### config.mk
export PLATFORM = sky130hd
export DESIGN_NAME = key_debounce_flat
export DESIGN_NICKNAME = d
export VERILOG_FILES = /design/src/rtl/key_debounce_if.sv /design/src/rtl/key_debounce.sv /design/src/flat_wrapper.sv
export SDC_FILE = /design/constraint.sdc
export NUM_CORES = 1
export LEC_CHECK = 0
export ABC_AREA = 1
export CAP_MARGIN = 5
export CELL_PAD_IN_SITES_DETAIL_PLACEMENT = 2
export CELL_PAD_IN_SITES_GLOBAL_PLACEMENT = 2
export CORE_MARGIN = 2
export CORE_UTILIZATION = 37
export CTS_CLUSTER_SIZE = 10
export DETAILED_ROUTE_END_ITERATION = 16
export PLACE_DENSITY_LB_ADDON = 0.25
export SYNTH_ARGS = -nofsm -noshare
export SYNTH_HDL_FRONTEND = slang
export SYNTH_SLANG_ARGS = --single-unit
### constraint.sdc
create_clock -name CLOCK_50 -period 2.4 [get_ports CLOCK_50]
set_input_delay 0.6 -clock CLOCK_50 [delete_from_list [all_inputs] [get_ports CLOCK_50]]
set_output_delay 0.6 -clock CLOCK_50 [all_outputs]
set_load 0.1 [all_outputs]
### src/rtl/key_debounce_if.sv
// Key conditioner bundle: raw active-low KEY in, debounced level and strobes out.
interface key_debounce_if #(
  parameter int unsigned N_KEYS = 4
);
  logic [N_KEYS-1:0] KEY;
  logic [N_KEYS-1:0] key_down;
  logic [N_KEYS-1:0] press_pulse;
  logic [N_KEYS-1:0] release_pulse;

  modport master (
    output KEY,
    input  key_down,
    input  press_pulse,
    input  release_pulse
  );

  modport slave (
    input  KEY,
    output key_down,
    output press_pulse,
    output release_pulse
  );
endinterface

### src/rtl/key_debounce.sv
// Per-key synchroniser, debounce FSM and press/release strobes for DE2 pushbuttons.
// Optional auto-repeat of press_pulse while held: define KEY_AUTOREPEAT_EN.
module key_debounce #(
  parameter int unsigned N_KEYS           = 4,
  parameter int unsigned DEBOUNCE_CYC     = 500000,
  parameter int unsigned REPEAT_DELAY_CYC = 25000000,
  parameter int unsigned REPEAT_RATE_CYC  = 5000000
) (
  input logic           CLOCK_50,
  input logic           RESET_N,
  key_debounce_if.slave kif
);

  localparam int unsigned MAX_AB = (DEBOUNCE_CYC > REPEAT_DELAY_CYC) ? DEBOUNCE_CYC : REPEAT_DELAY_CYC;
  localparam int unsigned MAX_C  = (MAX_AB > REPEAT_RATE_CYC) ? MAX_AB : REPEAT_RATE_CYC;
  localparam int unsigned CW     = $clog2(MAX_C) + 1;

  localparam logic [1:0] ST_RELEASED   = 2'd0;
  localparam logic [1:0] ST_PRESS_PEND = 2'd1;
  localparam logic [1:0] ST_PRESSED    = 2'd2;
  localparam logic [1:0] ST_REL_PEND   = 2'd3;

  localparam logic [CW-1:0] DB_LAST = CW'(DEBOUNCE_CYC - 1);

  logic [N_KEYS-1:0] sync1;
  logic [N_KEYS-1:0] sync2;
  logic [N_KEYS-1:0] pressed;

  logic [1:0]        state [N_KEYS];
  logic [CW-1:0]     cnt   [N_KEYS];
  logic [N_KEYS-1:0] down_q;
  logic [N_KEYS-1:0] press_q;
  logic [N_KEYS-1:0] rel_q;

`ifdef KEY_AUTOREPEAT_EN
  localparam logic [CW-1:0] RPT_DELAY_LAST = CW'(REPEAT_DELAY_CYC - 1);
  localparam logic [CW-1:0] RPT_RATE_LAST  = CW'(REPEAT_RATE_CYC - 1);

  logic [CW-1:0]     rpt_cnt [N_KEYS];
  logic [N_KEYS-1:0] rpt_phase;
`endif

  // Reset value 1 matches a released (active-low) key
  always_ff @(posedge CLOCK_50) begin
    if (!RESET_N) begin
      sync1 <= '1;
      sync2 <= '1;
    end else begin
      sync1 <= kif.KEY;
      sync2 <= sync1;
    end
  end

  assign pressed = ~sync2;

  always_ff @(posedge CLOCK_50) begin
    if (!RESET_N) begin
      for (int unsigned i = 0; i < N_KEYS; i++) begin
        state[i] <= ST_RELEASED;
        cnt[i]   <= '0;
`ifdef KEY_AUTOREPEAT_EN
        rpt_cnt[i] <= '0;
`endif
      end
`ifdef KEY_AUTOREPEAT_EN
      rpt_phase <= '0;
`endif
      down_q  <= '0;
      press_q <= '0;
      rel_q   <= '0;
    end else begin
      // Strobes default low; a key event below overrides its own bit
      press_q <= '0;
      rel_q   <= '0;
      for (int unsigned i = 0; i < N_KEYS; i++) begin
        case (state[i])
          ST_RELEASED: begin
            if (pressed[i]) begin
              state[i] <= ST_PRESS_PEND;
              cnt[i]   <= CW'(1);
            end else begin
              cnt[i] <= '0;
            end
          end
          ST_PRESS_PEND: begin
            if (!pressed[i]) begin
              state[i] <= ST_RELEASED;
              cnt[i]   <= '0;
            end else if (cnt[i] == DB_LAST) begin
              state[i]   <= ST_PRESSED;
              cnt[i]     <= '0;
              down_q[i]  <= 1'b1;
              press_q[i] <= 1'b1;
`ifdef KEY_AUTOREPEAT_EN
              rpt_cnt[i]   <= '0;
              rpt_phase[i] <= 1'b0;
`endif
            end else begin
              cnt[i] <= cnt[i] + CW'(1);
            end
          end
          ST_PRESSED: begin
            if (!pressed[i]) begin
              state[i] <= ST_REL_PEND;
              cnt[i]   <= CW'(1);
            end else begin
              cnt[i] <= '0;
`ifdef KEY_AUTOREPEAT_EN
              // First interval uses the delay, later ones the rate
              if (rpt_cnt[i] == (rpt_phase[i] ? RPT_RATE_LAST : RPT_DELAY_LAST)) begin
                press_q[i]   <= 1'b1;
                rpt_cnt[i]   <= '0;
                rpt_phase[i] <= 1'b1;
              end else begin
                rpt_cnt[i] <= rpt_cnt[i] + CW'(1);
              end
`endif
            end
          end
          ST_REL_PEND: begin
            if (pressed[i]) begin
              state[i] <= ST_PRESSED;
              cnt[i]   <= '0;
`ifdef KEY_AUTOREPEAT_EN
              rpt_cnt[i]   <= '0;
              rpt_phase[i] <= 1'b0;
`endif
            end else if (cnt[i] == DB_LAST) begin
              state[i]  <= ST_RELEASED;
              cnt[i]    <= '0;
              down_q[i] <= 1'b0;
              rel_q[i]  <= 1'b1;
            end else begin
              cnt[i] <= cnt[i] + CW'(1);
            end
          end
          default: begin
            state[i] <= ST_RELEASED;
            cnt[i]   <= '0;
          end
        endcase
      end
    end
  end

  assign kif.key_down      = down_q;
  assign kif.press_pulse   = press_q;
  assign kif.release_pulse = rel_q;

endmodule

### src/flat_wrapper.sv
// flat-port wrapper written by rule: the top's interface ports become plain ports
module key_debounce_flat 
#(
  parameter int unsigned N_KEYS           = 4,
  parameter int unsigned DEBOUNCE_CYC     = 500000,
  parameter int unsigned REPEAT_DELAY_CYC = 25000000,
  parameter int unsigned REPEAT_RATE_CYC  = 5000000
)
  (CLOCK_50, RESET_N, kif_KEY, kif_key_down, kif_press_pulse, kif_release_pulse);
  key_debounce_if #(.N_KEYS(N_KEYS)) kif_i ();
  input logic CLOCK_50;
  input logic RESET_N;
  input wire logic [$bits(kif_i.KEY)-1:0] kif_KEY;
  output wire logic [$bits(kif_i.key_down)-1:0] kif_key_down;
  output wire logic [$bits(kif_i.press_pulse)-1:0] kif_press_pulse;
  output wire logic [$bits(kif_i.release_pulse)-1:0] kif_release_pulse;
  assign kif_i.KEY = kif_KEY;
  assign kif_key_down = kif_i.key_down;
  assign kif_press_pulse = kif_i.press_pulse;
  assign kif_release_pulse = kif_i.release_pulse;
  key_debounce #(.N_KEYS(N_KEYS), .DEBOUNCE_CYC(DEBOUNCE_CYC), .REPEAT_DELAY_CYC(REPEAT_DELAY_CYC), .REPEAT_RATE_CYC(REPEAT_RATE_CYC)) u_core (.CLOCK_50(CLOCK_50), .RESET_N(RESET_N), .kif(kif_i));
endmodule
==> results.md, run 1 <==
* Period utilization at 91.5%
* Worst Path Class, Setup: input port to flop
* Slowest CP cell: clkdlybuf4s50_1
* GRT overflow at 0
* Vias per inst at 4.94
* Final Setup Violations at 0
* Chip height at 151 um
* GRT Total Usage at 26.1%
* Leakage at 4.06 nW
* Crit-path max cell delay at 0.51 ns
* CP Cell Sequence: clkdlybuf4s50_1, buf_12, nand2_1, nor2_1, inv_1, o21ai_0, nand2_2, buf_4, nor2_1
* Root Buffer: clkbuf_16
* Crit path buf inv count at 4
* Power Density at 629 nW/um^2
* IO Pins at 18
* Hold crit path type: flop to flop
* Top FF cell, synth: edfxtp_1
* Synth top area share at 41.8%
* Worst Clk Skew at 0.00738 ns
* Tot Pwr at 6.06 mW
* VDD IR-drop max at 482 uV
* Final wirelength at 28000 um
* Max Cap Viol at 0
* Antenna-violating nets left at 0
* Die width at 151 um
* Outcome: finished clean
* Relative slew slack at 53.0%
* Dpl ws at -0.140 ns
* CTS tree: done
* Skew-Pair Late Insertion Delay at 0.44 ns
* Top Family by Delay on Critical Path: buffers and inverters
* Layout cells sized above 1 at 7.61%
* Minimum clock period at 2.20 ns
* Final hold vios at 0
* N_diodes at 0
* Area of the core at 21200 um^2
* PostCTS Resize Cnt at 0
* CP Max Fanout at 18
* Synthesized flop and latch total at 132
* Drt wl/cell at 18.6 um
* Ys async rst share at 0%
* CTS H-tree lvls at 4
* CTS max path bufs at 2
* Syn Inst Count at 1072
* Initial DRT Pass Iterations at 4
* Top cells by area, synth: edfxtp_1 (42%), nand2_1 (14%), nor2_1 (12%)
* Area after DPL at 9030 um^2
* Critical Path Start Type: input port
* Seq/Total Area, Yosys at 46.8%
* DP HPWL at 19000 um
* Cell taking the most area after synthesis: edfxtp_1
* Most frequent CP cell: nor2_1
* Synth-to-Final Area Change at 19.8%
* Critical Path AT at 2.48 ns
* TritonCTS Buffers at 17
* Final Wtd Congestion at 0.822
* Slew Limit Fails at 0
* Cell area after synthesis at 8040 um^2
* Via count at 7454
* Post-CTS Hold Fix Bufs at 0
* Fmax achieved at 0.455 GHz
* Number of synthesis warnings at 0
* Tightest Pin Transition at 0.703 ns
* Initial DRC count at 347
* Required time of the critical path at 2.68 ns
* Drc violations at 0
* Initial antenna violation count at 0
* Nets at 1232
* Initial core utilization at 38.0%
* IO buf count at 17
* Syn Area/Cell at 7.50 um^2
* Distinct cells, synth at 34
* Vias in the first global route at 8499
* Worst setup margin at 0.204 ns
* Clk sinks at 132
* Most frequent cell after synthesis: nand2_1
* Layout Cell Area excl Fill at 9630 um^2
* CP Capture Type: flop
* Floorplan row count at 53
* Number of setup buffers added after CTS at 0
* First-pass GRT wire length at 45400 um
* Post-synth EDFFs at 112
* Die area at 22900 um^2
* Clock transition at the registers of the reported paths at 0.06 ns
* Pin count of the biggest net entering global routing at 27
* Most instantiated cells after synthesis: nand2_1 (304), nor2_1 (259), inv_1 (135), edfxtp_1 (112), nand3_1 (58)
* Final Hold Slack at 0.439 ns
* RSZ-0062 raised after global routing: no
-- cell type report --
class,count,area (um^2)
multi-input cells,896,4060
well taps,275,344
fillers,2518,11500
clock inverters,10,130
inverters,136,510
flip-flops and latches,132,3760
repair buffers,39,355
clock buffers,22,474
-- where the power goes --
group / internal (mW) / total [mW] / leakage, nW / switching, mW
combinational: 0.162 / 0.508 / 2.44 / 0.346
sequential: 2.62 / 2.77 / 1.32 / 0.146
clock: 1.71 / 2.78 / 0.296 / 1.08
total: 4.49 / 6.06 / 4.06 / 1.57
-- worst paths after layout --
check	to	cells after the start	from	slack, ns
worst max-delay path	u_core.cnt[2][13]$_SDFFCE_PN0P_	9	RESET_N	0.20
worst min-delay path	u_core.sync2[0]$_SDFF_PN1_	1	u_core.sync1[0]$_SDFF_PN1_	0.44
worst max register to register	u_core.cnt[1][6]$_SDFFCE_PN0P_	9	u_core.cnt[1][1]$_SDFFCE_PN0P_	0.22
worst min register to register	u_core.sync2[0]$_SDFF_PN1_	1	u_core.sync1[0]$_SDFF_PN1_	0.44
-- metal layers --
layer / wire [um] / track usage, % / vias up / share of wire (%)
li1: - / - / 3588 / -
met1: 12100 / 31.1 / 3700 / 43
met2: 14400 / 46.8 / 108 / 52
met3: 660 / 3.98 / 58 / 2.4
met4: 865 / 10.4 / 0 / 3.1
met5: 0 / 0 / - / 0
-- registers in the layout, indices dropped and copies added (netlist names) --
register                  cells
u_core.sync1                  4
u_core.cnt                  104
u_core.sync2                  4
u_core.kif.key_down           4
u_core.state                  8
u_core.kif.press_pulse        4
u_core.kif.release_pulse      4
-- cells by family after synthesis --
group                    count (synthesis)  synth area share [%]
adder cells (fa/ha/maj)                  4                 0.622
AO/OA/AOI/OAI                           24                  1.94
XOR/XNOR                                53                  5.77
flip-flops                             132                  46.8
buffers and inverters                  147                  7.56
AND/OR/NAND/NOR                        711                  37.2
other                                    1                0.0466
-- cell usage in the layout (no fill, tap or decap), types with 2 or more instances in the layout --
master / instances
a21oi_1: 4
a31oi_1: 2
buf_12: 4
buf_4: 30
bufinv_16: 3
clkbuf_1: 2
clkbuf_16: 17
clkbuf_8: 3
clkdlybuf4s50_1: 5
clkinv_2: 5
clkinvlp_4: 2
conb_1: 104
dfxtp_1: 20
edfxtp_1: 112
ha_1: 4
inv_1: 135
nand2_1: 304
nand2_2: 6
nand3_1: 58
nand4_1: 18
nor2_1: 259
nor2_2: 4
nor2_4: 6
nor3_1: 35
nor3b_1: 7
o211ai_1: 2
o21ai_0: 8
o21bai_1: 5
o31ai_1: 2
or2_2: 8
xnor2_1: 18
xor2_1: 35
-- metrics by stage --
stage,std cells,setup TNS (ns),util (%)
finish,1510,0,45.5
global placement,1478,-0.176,42.7
global route,1510,0,45.5
detailed placement,1478,-3.20,42.7
CTS,1510,0,45.5
floorplan,1175,0,-
Note: power is estimated with default switching activity, not from simulation.
==> run 2: changes to the inputs <==
Settings changed: CELL_PAD_IN_SITES_DETAIL_PLACEMENT 2 to 0, CORE_MARGIN 2 to unset.
==> results.md, run 2 (synthesis gave the netlist of run 1 again) <==
* Outcome: finished clean
* CTS H-tree lvls at 4 (unchanged)
* Final Wtd Congestion at 0.828 (+0.62%)
* Worst Hold Path EP: u_core.sync2[0]$_SDFF_PN1_
* Most common cell after layout, fill and taps aside: nand2_1
* CTS tree: done
* Final hold vios at 0 (unchanged)
* CP Max Fanout at 11 (-7)
* Vias in the first global route at 6500 (-24%)
* Die area at 22300 um^2 (-2.6%)
* Vias per inst at 4.42 (-10%)
* Power Density at 591 nW/um^2 (-6.1%)
* Hold Path Origin: u_core.sync1[0]$_SDFF_PN1_
* Worst Clk Skew at 0.0114 ns (+0.00400 ns)
* R2R Setup Slk at 0.40 ns (+0.18 ns)
* Max FFs per register at 104 (unchanged)
* Initial antenna violation count at 0 (unchanged)
* Number of setup buffers added after CTS at 0 (unchanged)
* Required time of the critical path at 2.58 ns (-0.10 ns)
* Int Pwr at 4.27 mW (-5.0%)
* Critical Path Start Type: flop
* Final Setup Violations at 0 (unchanged)
* IO Pins at 18 (unchanged)
* Synth-to-Final Area Change at 18.9%
* Largest Register: u_core.cnt
* Layout cells sized above 1 at 7.39% (-0.22 points)
* Die width at 149 um (-1.3%)
* Dpl ws at 0.0343 ns (+0.175 ns)
* Chip height at 149 um (-1.3%)
* Combinational group share of total power at 7.7% (-0.7 points)
* DP HPWL at 14400 um (-24%)
* Initial core utilization at 38.0% (unchanged)
* Max Cap Viol at 0 (unchanged)
* Drc violations at 0 (unchanged)
* Nets at 1229 (-0.24%)
* GRT overflow at 0 (unchanged)
* Leakage at 4.03 nW (-0.76%)
* CP Capture Type: flop
* RSZ-0062 raised after global routing: no
* Hold path depth at 1 (unchanged)
* Switching Share at 24.4% (-1.4 points)
* Drt wl/cell at 12.2 um (-34%)
* Most frequent cells in the layout: nand2_1 (304), nor2_1 (259), inv_1 (135), edfxtp_1 (112), conb_1 (104)
* Area after DPL at 9010 um^2 (-0.25%)
* Reg2reg start: u_core.cnt[2][1]$_SDFFCE_PN0P_
* GRT Total Usage at 18.0% (-8.0 points)
* Minimum clock period at 2.00 ns (-0.197 ns)
* Layout Cell Area excl Fill at 9560 um^2 (-0.75%)
* Reg-to-reg critical path endpoint: u_core.cnt[2][20]$_SDFFCE_PN0P_
* Initial DRT Pass Iterations at 5 (+1)
* Final wirelength at 18400 um (-34%)
* Sequential share of power at 48.8% (+3.1 points)
* Fmax achieved at 0.500 GHz (+9.8%)
* Area of the core at 21200 um^2 (unchanged)
* Slew Limit Fails at 0 (unchanged)
* Root Buffer: clkbuf_16
* Clock power frac at 43.6% (-2.3 points)
* FILL cells at 2233 (-11%)
* Period utilization at 83.3% (-8.2 points)
* IO buf count at 17 (unchanged)
* Clk sinks at 132 (unchanged)
* TritonCTS Buffers at 17 (unchanged)
* Worst Path Class, Setup: flop to flop
* Initial DRC count at 321 (-7.5%)
* Switching power at 1.38 mW (-12%)
* N_diodes at 0 (unchanged)
* Post-CTS Hold Fix Bufs at 0 (unchanged)
* Final setup TNS at 0 ns (unchanged)
* First-pass GRT wire length at 31200 um (-31%)
* Critical Path AT at 2.18 ns (-0.30 ns)
* Worst Reg-to-Reg Cells at 9 (unchanged)
* CTS max path bufs at 2 (unchanged)
* Antenna-violating nets left at 0 (unchanged)
* Pin count of the biggest net entering global routing at 27 (unchanged)
* Floorplan row count at 53 (unchanged)
* Worst setup margin at 0.400 ns (+0.197 ns)
* PostCTS Resize Cnt at 0 (unchanged)
* Hold crit path type: flop to flop
* Largest regs: u_core.cnt x104, u_core.state x8
* Fin util at 45.2% (-0.34 points)
* Clock transition at the registers of the reported paths at 0.06 ns (about the same)
* Skew-Pair Late Insertion Delay at 0.43 ns (about the same)
* VDD IR-drop max at 485 uV (+0.62%)
* Via count at 6663 (-11%)
## run 2: cell types whose count changed in the layout (fill, tap and decap cells not counted), sizes merged
cell / previous run / this run
bufinv: 3 / 1
clkbuf: 22 / 21
clkinv: 5 / 8
buf: 34 / 31
## run 2: power groups by stage
stage	Clock (mW)	Combinational, mW	Sequential, mW
final	2.46	0.432	2.76
after global routing	2.62	0.508	2.78
after global placement	0	0.432	2.80
after CTS	2.53	0.435	2.75
after detailed placement	0	0.432	2.80
after floorplan	0	0.334	2.76
## run 2: area by class of cell
class	instances	area, um^2	share of cell area, %
inverter	136	510	5.34
clock buffer	21	470	4.92
sequential	132	3760	39.4
timing repair buffer	36	333	3.48
tap	275	344	3.60
multi-input combinational	896	4060	42.4
clock inverter	11	83.8	0.877
## run 2: how the worst max path moves through the flow
stage                                        start                          endpoint  slack [ns]
floorplan                                  RESET_N  u_core.state[0][6]$_SDFFCE_PP0P_        0.67
global placement                           RESET_N  u_core.state[0][2]$_SDFFCE_PP0P_        0.03
detailed placement                         RESET_N  u_core.state[0][2]$_SDFFCE_PP0P_        0.03
CTS                 u_core.cnt[2][1]$_SDFFCE_PN0P_   u_core.cnt[2][20]$_SDFFCE_PN0P_        0.37
global route        u_core.cnt[2][1]$_SDFFCE_PN0P_   u_core.cnt[2][17]$_SDFFCE_PN0P_        0.24
finish              u_core.cnt[2][1]$_SDFFCE_PN0P_   u_core.cnt[2][20]$_SDFFCE_PN0P_        0.40
## run 2: worst max-delay path: stages (launching register included)
cell,delay (ns)
edfxtp_1,0.37
ha_1,0.23
nand2_1,0.12
nor2_4,0.17
inv_1,0.13
nor2_4,0.17
nand2_1,0.11
nand2_2,0.17
buf_4,0.21
nor2_1,0.07
## run 2: metal layers
layer  track usage [%]  up-vias  wire (um)
met2              28.6       68       8220
met3              3.14       13        411
li1                  -     3590          -
met5                 0        -          0
met4              5.46        0        212
met1              24.9     2992       9520
## run 2: stage by stage
| step | std cells | power (mW) | hold WS (ns) |
|---|---|---|---|
| 6_report | 1507 | 5.65 | 0.411 |
| 5_1_grt | 1507 | 5.90 | 0.432 |
| 4_1_cts | 1507 | 5.72 | 0.411 |
| 3_5_place_dp | 1475 | 3.23 | 0.397 |
| 3_3_place_gp | 1475 | 3.23 | 0.396 |
| 2_1_floorplan | 1175 | 3.09 | 0.393 |
